## src/rtl/subtractor3_serial.sv

```systemverilog
// Bit-serial unsigned subtractor: in1 - in2, one bit per clock, LSB first,
// with a start/done handshake and a held {borrow_out, difference} result.
module subtractor3_serial #(
    parameter int WIDTH = 3
) (
    input  logic             clk,
    input  logic             rst_n,
    input  logic             start,
    input  logic [WIDTH-1:0] in1,
    input  logic [WIDTH-1:0] in2,
    output logic             busy,
    output logic             done,
    output logic [WIDTH:0]   diff
);

    localparam int CW = (WIDTH > 1) ? $clog2(WIDTH) : 1;

    typedef enum logic [1:0] {
        IDLE  = 2'd0,
        SHIFT = 2'd1,
        DONE  = 2'd2
    } state_t;

    state_t           state_q, state_d;
    logic [WIDTH-1:0] a_q, a_d;
    logic [WIDTH-1:0] b_q, b_d;
    logic [WIDTH-2:0] res_q, res_d;
    logic             bor_q, bor_d;
    logic [CW-1:0]    cnt_q, cnt_d;
    logic [WIDTH:0]   diff_q, diff_d;
    logic             done_q, done_d;

    logic             bit_d;
    logic             bor_nx;

    // Operands shift right so the active bit is always at position 0;
    // cnt only tracks how many bits have been processed.
    always_comb begin
        bit_d  = a_q[0] ^ b_q[0] ^ bor_q;
        bor_nx = (~a_q[0] & b_q[0]) | (~(a_q[0] ^ b_q[0]) & bor_q);

        state_d = state_q;
        a_d     = a_q;
        b_d     = b_q;
        res_d   = res_q;
        bor_d   = bor_q;
        cnt_d   = cnt_q;
        diff_d  = diff_q;
        done_d  = 1'b0;

        case (state_q)
            IDLE: begin
                if (start) begin
                    a_d     = in1;
                    b_d     = in2;
                    bor_d   = 1'b0;
                    cnt_d   = '0;
                    state_d = SHIFT;
                end
            end
            SHIFT: begin
                a_d   = a_q >> 1;
                b_d   = b_q >> 1;
                res_d = {bit_d, res_q[WIDTH-2:1]};
                bor_d = bor_nx;
                cnt_d = cnt_q + 1'b1;
                // res_q already holds bits 0..WIDTH-2; the top bit is bit_d.
                if (cnt_q == CW'(WIDTH - 1)) begin
                    diff_d  = {bor_nx, bit_d, res_q};
                    done_d  = 1'b1;
                    state_d = DONE;
                end
            end
            DONE: begin
                state_d = IDLE;
            end
            default: begin
                state_d = IDLE;
            end
        endcase
    end

    always_ff @(posedge clk or negedge rst_n) begin
        if (!rst_n) begin
            state_q <= IDLE;
            a_q     <= '0;
            b_q     <= '0;
            res_q   <= '0;
            bor_q   <= 1'b0;
            cnt_q   <= '0;
            diff_q  <= '0;
            done_q  <= 1'b0;
        end else begin
            state_q <= state_d;
            a_q     <= a_d;
            b_q     <= b_d;
            res_q   <= res_d;
            bor_q   <= bor_d;
            cnt_q   <= cnt_d;
            diff_q  <= diff_d;
            done_q  <= done_d;
        end
    end

    assign busy = (state_q != IDLE);
    assign done = done_q;
    assign diff = diff_q;

endmodule

```

## config.mk

```make
export PLATFORM = sky130hd
export DESIGN_NAME = subtractor3_serial
export DESIGN_NICKNAME = d
export VERILOG_FILES = /design/src/rtl/subtractor3_serial.sv
export SDC_FILE = /design/constraint.sdc
export NUM_CORES = 1
export LEC_CHECK = 0
export ABC_CLOCK_PERIOD_IN_PS = 1700
export BUFFER_PORTS_ARGS = -buffer_cell sky130_fd_sc_hd__buf_4
export CAP_MARGIN = 25
export CELL_PAD_IN_SITES_DETAIL_PLACEMENT = 1
export CELL_PAD_IN_SITES_GLOBAL_PLACEMENT = 1
export CORE_UTILIZATION = 40
export DETAILED_ROUTE_END_ITERATION = 10
export GPL_TIMING_DRIVEN = 0
export PLACE_DENSITY = 0.72
export SETUP_SLACK_MARGIN = 0.2
export SLEW_MARGIN = 20
export SYNTH_ARGS = -nofsm -noshare
export SYNTH_HDL_FRONTEND = slang
export SYNTH_SLANG_ARGS = --single-unit
```

## constraint.sdc

```tcl
create_clock -name clk -period 1.7 [get_ports clk]
set_input_delay 0.255 -clock clk [delete_from_list [all_inputs] [get_ports clk]]
set_output_delay 0.255 -clock clk [all_outputs]
set_load 0.02 [all_outputs]
```

Word level (Yosys, flattened, before mapping)
Cells that the tools add are included.
- word-level logic and storage cells: 39
- input port bits: 9
- flip-flop bits (word level): 18
- output and inout bits: 6
- bitwise operators: 7
- add/subtract/negate cells: 1
- muxes and demuxes: 13
- reduce and logical (&&, ||, !) cells: 6
- equal/unequal tests: 4
- operators by type and width (kind ; count):
    case mux 3 bit (2 select lines) ; 2
    case mux 2 bit (2 select lines) ; 2
    2-to-1 mux 2 bit ; 3
    2-to-1 mux 3 bit ; 2
    AND reduction 2 bit ; 3
    inequality test 2 bit (second input constant) ; 2
    nonzero test 2 bit ; 2
    2-to-1 mux 1 bit ; 3
    adder 2 x 1 -> 2 bit (second input constant) ; 1
    AND 1 bit ; 2
    equality test 2 x 1 -> 1 bit (second input constant) ; 1
    equality test 2 bit (second input constant) ; 1
    logical NOT 2 bit ; 1
    inverter 1 bit ; 2
    case mux 1 bit (2 select lines) ; 1
    bitwise XOR 1 bit ; 2
    bitwise OR 1 bit ; 1

Logic depth before layout (Yosys ltp)
- depth in word-level cells: 5
- gate-level depth with buffers: 4
- mapped depth without buffers: 4

Worst setup path after synthesis
OpenSTA, ideal clock, no wires.
- path type: reg-to-reg
- start point: register a_q[0]
- end point: register res_q[1]
- setup time: 0.125 ns
- path buffers: 0
- slack: 0.454 ns
- required time: 1.575 ns
- arrival time: 1.121 ns
- period minus slack after synthesis: 1.246 ns
- cell stages (with the launch flop): 3
- cell sequence: dfrtp_1 -> fa_1 -> mux2_4
- longest elaborated chain between the ends: 2
- ends and longest elaborated chain (what ; line ; source):
    start, declared ; 25 ; logic [WIDTH-1:0] a_q, a_d;
    start signal, assigned ; 86 ; a_q <= '0;
    start signal, assigned ; 95 ; a_q <= a_d;
    bitwise XOR 1 bit (2 in series) ; 39 ; bit_d = a_q[0] ^ b_q[0] ^ bor_q;
    net bit_d ; 33 ; logic bit_d;
    end signal, assigned ; 97 ; res_q <= res_d;
    end, declared ; 27 ; logic [WIDTH-2:0] res_q, res_d;
The timed path passes the listed nets, and every way through them passes these cells.
A chain may end at the register's enable or synchronous reset.

Worst setup path after layout
- start point: register state_q[1]
- end point: output port busy
- longest elaborated chain between the ends: 1
- ends and longest elaborated chain (what ; line ; source):
    start, declared ; 24 ; state_t state_q, state_d;
    start signal, assigned ; 94 ; state_q <= state_d;
    nonzero test 2 bit ; 105 ; assign busy = (state_q != IDLE);
    end, declared ; 11 ; output logic busy,
Every way passes these cells.

==> reports/qor.csv <==
stage;metric;value;unit
run_status;status;finished, final reports clean;
timing;setup_viol;0;
floorplanning;start_util;43.0;%
floorplanning;die_w;47.9;um
logic_synthesis;synth_top_area_share;53.4;%
floorplanning;dieArea;2300;um2
timing;hold_viol;0;
logic_synthesis;synth_nets;75;
worst_setup_path;startpoint_type;flip-flop;
cells_and_area;drive_above_1_share;46.0;%
cells_and_area;syn_to_final_growth;27.4;%
drt;via_count;585;
worst_setup_path;reg2regPathDepth;3;
global_routing;grt_pass1_vias;597;
timing;finalCritPeriodShare;86.6;%
drt;ant_nets;0;
drt;vias_per_cell;5.13;
worst_setup_path;cp_data_required_time;1.44;ns
timing;relSlewSlack;82.0;%
placed_design;port_buffers;14;
drt;drc;0;
timing;final.setup_skew;0.0126;ns
clock_network;cts_buffer_depth;2;
floorplanning;io_pins;15;
power;power;2060;uW
floorplanning;die_h;47.9;um
power;leakage;0.000529;uW
cells_and_area;antenna_cells_inserted;0;
logic_synthesis;synthTopCellsByArea;dfrtp_1 53%, mux2_2 4.0%, mux2_4 3.6%;
worst_setup_path;r2r_start;state_q[1];
drt;drt_first_iter_violations;5;
cells_and_area;final_nets;99;
logic_synthesis;yosysUniqueCellTypes;25;
timing;setup-tns-final;0;ns
global_routing;antenna_found_initial;0;
drt;wl_per_cell;15.6;um
timing;fin_crit;1.47;ns
drt;firstDrtPassIters;3;
logic_synthesis;synth_edf_count;0;
worst_setup_path;startpoint;state_q[1];
logic_synthesis;yosysTopAreaCell;dfrtp_1;
worst_hold_path;min_path_type;input port to flip-flop;
logic_synthesis;synth.avg_cell_area;13.2;um2
logic_synthesis;syn_area;843;um2
logic_synthesis;ys_async_sr_fraction;100;%
worst_setup_path;rr_endpoint;b_q[1];
clock_network;root_buffer;clkbuf_4;
logic_synthesis;synth-seq-area-share;53.4;%
timing;rsz0062_at_grt;yes;
clock_network;clock-sinks;18;
worst_setup_path;critPathArrivalTime;1.22;ns
floorplanning;row_count;16;
cells_and_area;final_util;54.8;%
drt;wirelength;1.78;mm
worst_setup_path;cp-end-kind;primary output;
logic_synthesis;ys_ff_latch;18;
global_routing;grt_pass1_wl;2.99;mm
clock_network;clk_latency;0.30;ns
clock_network;cts_buffers;3;
floorplanning;core-area;1960;um2
worst_setup_path;critical_path_class;flip-flop to primary output;
timing;fmax;679;MHz
clock_network;path_clk_slew;0.11;ns
logic_synthesis;synth-main-ff-cell;dfrtp_1;
worst_setup_path;rrSetupSlack;0.34;ns
logic_synthesis;yosysMostFrequentCell;dfrtp_1;
logic_synthesis;synth_common_cells;18 x dfrtp_1, 7 x inv_1, 4 x nor3b_1;
placed_design;dp_hpwl;1.16;mm
global_routing;grtUsageTotal;20.2;%
flow_run;max-cap-violations;0;
placed_design;place.gp.congestion;0.684;
power;vdd_drop_max;0.859;mV
power;powerDensity;1920;nW/um2
timing;slew_viol_final;0;
global_routing;grt_max_degree;19;
timing;worstMarginPinSlew;0.267;ns
global_routing;grt_overflow;0;
worst_setup_path;worstPathMaxFanout;2;
clock_network;cts_tree;done;
logic_synthesis;yosysWarnings;0;
worst_setup_path;crit_path_end;busy;
clock_network;cts-htree-levels;1;
logic_synthesis;syn-instance-count;64;
==> state kept, by name (all words and copies together) (netlist names) <==
signal   flops
res_q        2
b_q          3
a_q          3
done         1
bor_q        1
cnt_q        2
diff         4
state_q      2
==> worst min path at each step <==
stage | startpoint | endpoint | cells past startpoint
2_1_floorplan | rst_n | a_q[0] | 0
3_3_place_gp | rst_n | diff[1] | 1
3_5_place_dp | rst_n | diff[1] | 1
4_1_cts | in1[1] | a_q[1] | 3
5_1_grt | in1[1] | a_q[1] | 3
6_report | in1[1] | a_q[1] | 3
==> kinds of logic after synthesis <==
kind of cell               count (synthesis)  share of synthesized area [%]
AOI/OAI and AO/OA                         11                           11.4
muxes                                      7                           9.94
DFF                                       18                           53.4
buffers and inverters                     11                           6.38
and+or+nand+nor                           15                           15.0
adders and majority gates                  2                           3.86
==> report_power, final <==
part           internal [uW]  switching, uW  leakage (uW)
registers                634            112      0.000216
logic                    565            486      0.000292
clock network            131            136     0.0000210
==> routing by layer <==
| layer | share of wire [%] | vias up | GRT usage [%] |
|---|---|---|---|
| met1 | 49 | 295 | 28.8 |
| met3 | 2.4 | 4 | 3.40 |
| li1 | - | 275 | - |
| met2 | 47 | 11 | 29.5 |
| met4 | 1.6 | 0 | 10.0 |
| met5 | 0 | - | 0 |
==> per-stage QoR <==
| step | area (um2) | setup WS [ns] | hold WS, ns | std cells |
|---|---|---|---|---|
| floorplan | 843 | 0.454 | -0.0406 | 64 |
| global placement | 982 | 0.345 | 0.139 | 105 |
| detailed placement | 982 | 0.332 | 0.139 | 105 |
| CTS | 1070 | 0.202 | 0.310 | 113 |
| finish | 1070 | 0.228 | 0.313 | 114 |
| global route | 1070 | 0.193 | 0.312 | 114 |
==> cells in the final DEF, fill, tap and decap left out, types with 3 or more instances in the layout <==
cell type  count
buf_4         18
dfrtp_1       16
inv_1          7
nor3b_1        4
buf_6          3
nand2b_1       3
mux2_2         3
clkbuf_4       3
==> worst max-delay path, stage by stage, from the launching register on <==
cell     delay (ns)
dfrtp_2        0.44
buf_6          0.13
or2_4          0.22
buf_6          0.13
==> what timing repair did <==
action                                  CTS  global route
pin swaps                                 0             1
endpoints found under the setup margin    1             1
hold buffers                              1             0
endpoints found under the hold margin    18             0
setup buffers                             3             1
gates resized for setup                   6             0
==> final cells by class <==
type,count,area [um2]
Timing Repair Buffer,19,149
Tap cell,27,33.8
Multi-Input combinational cell,35,342
Clock buffer,4,36.3
Inverter,7,26.3
Buffer,4,35.0
Fill cell,220,887
Sequential cell,18,453
Power figures use the tool's default switching activity.
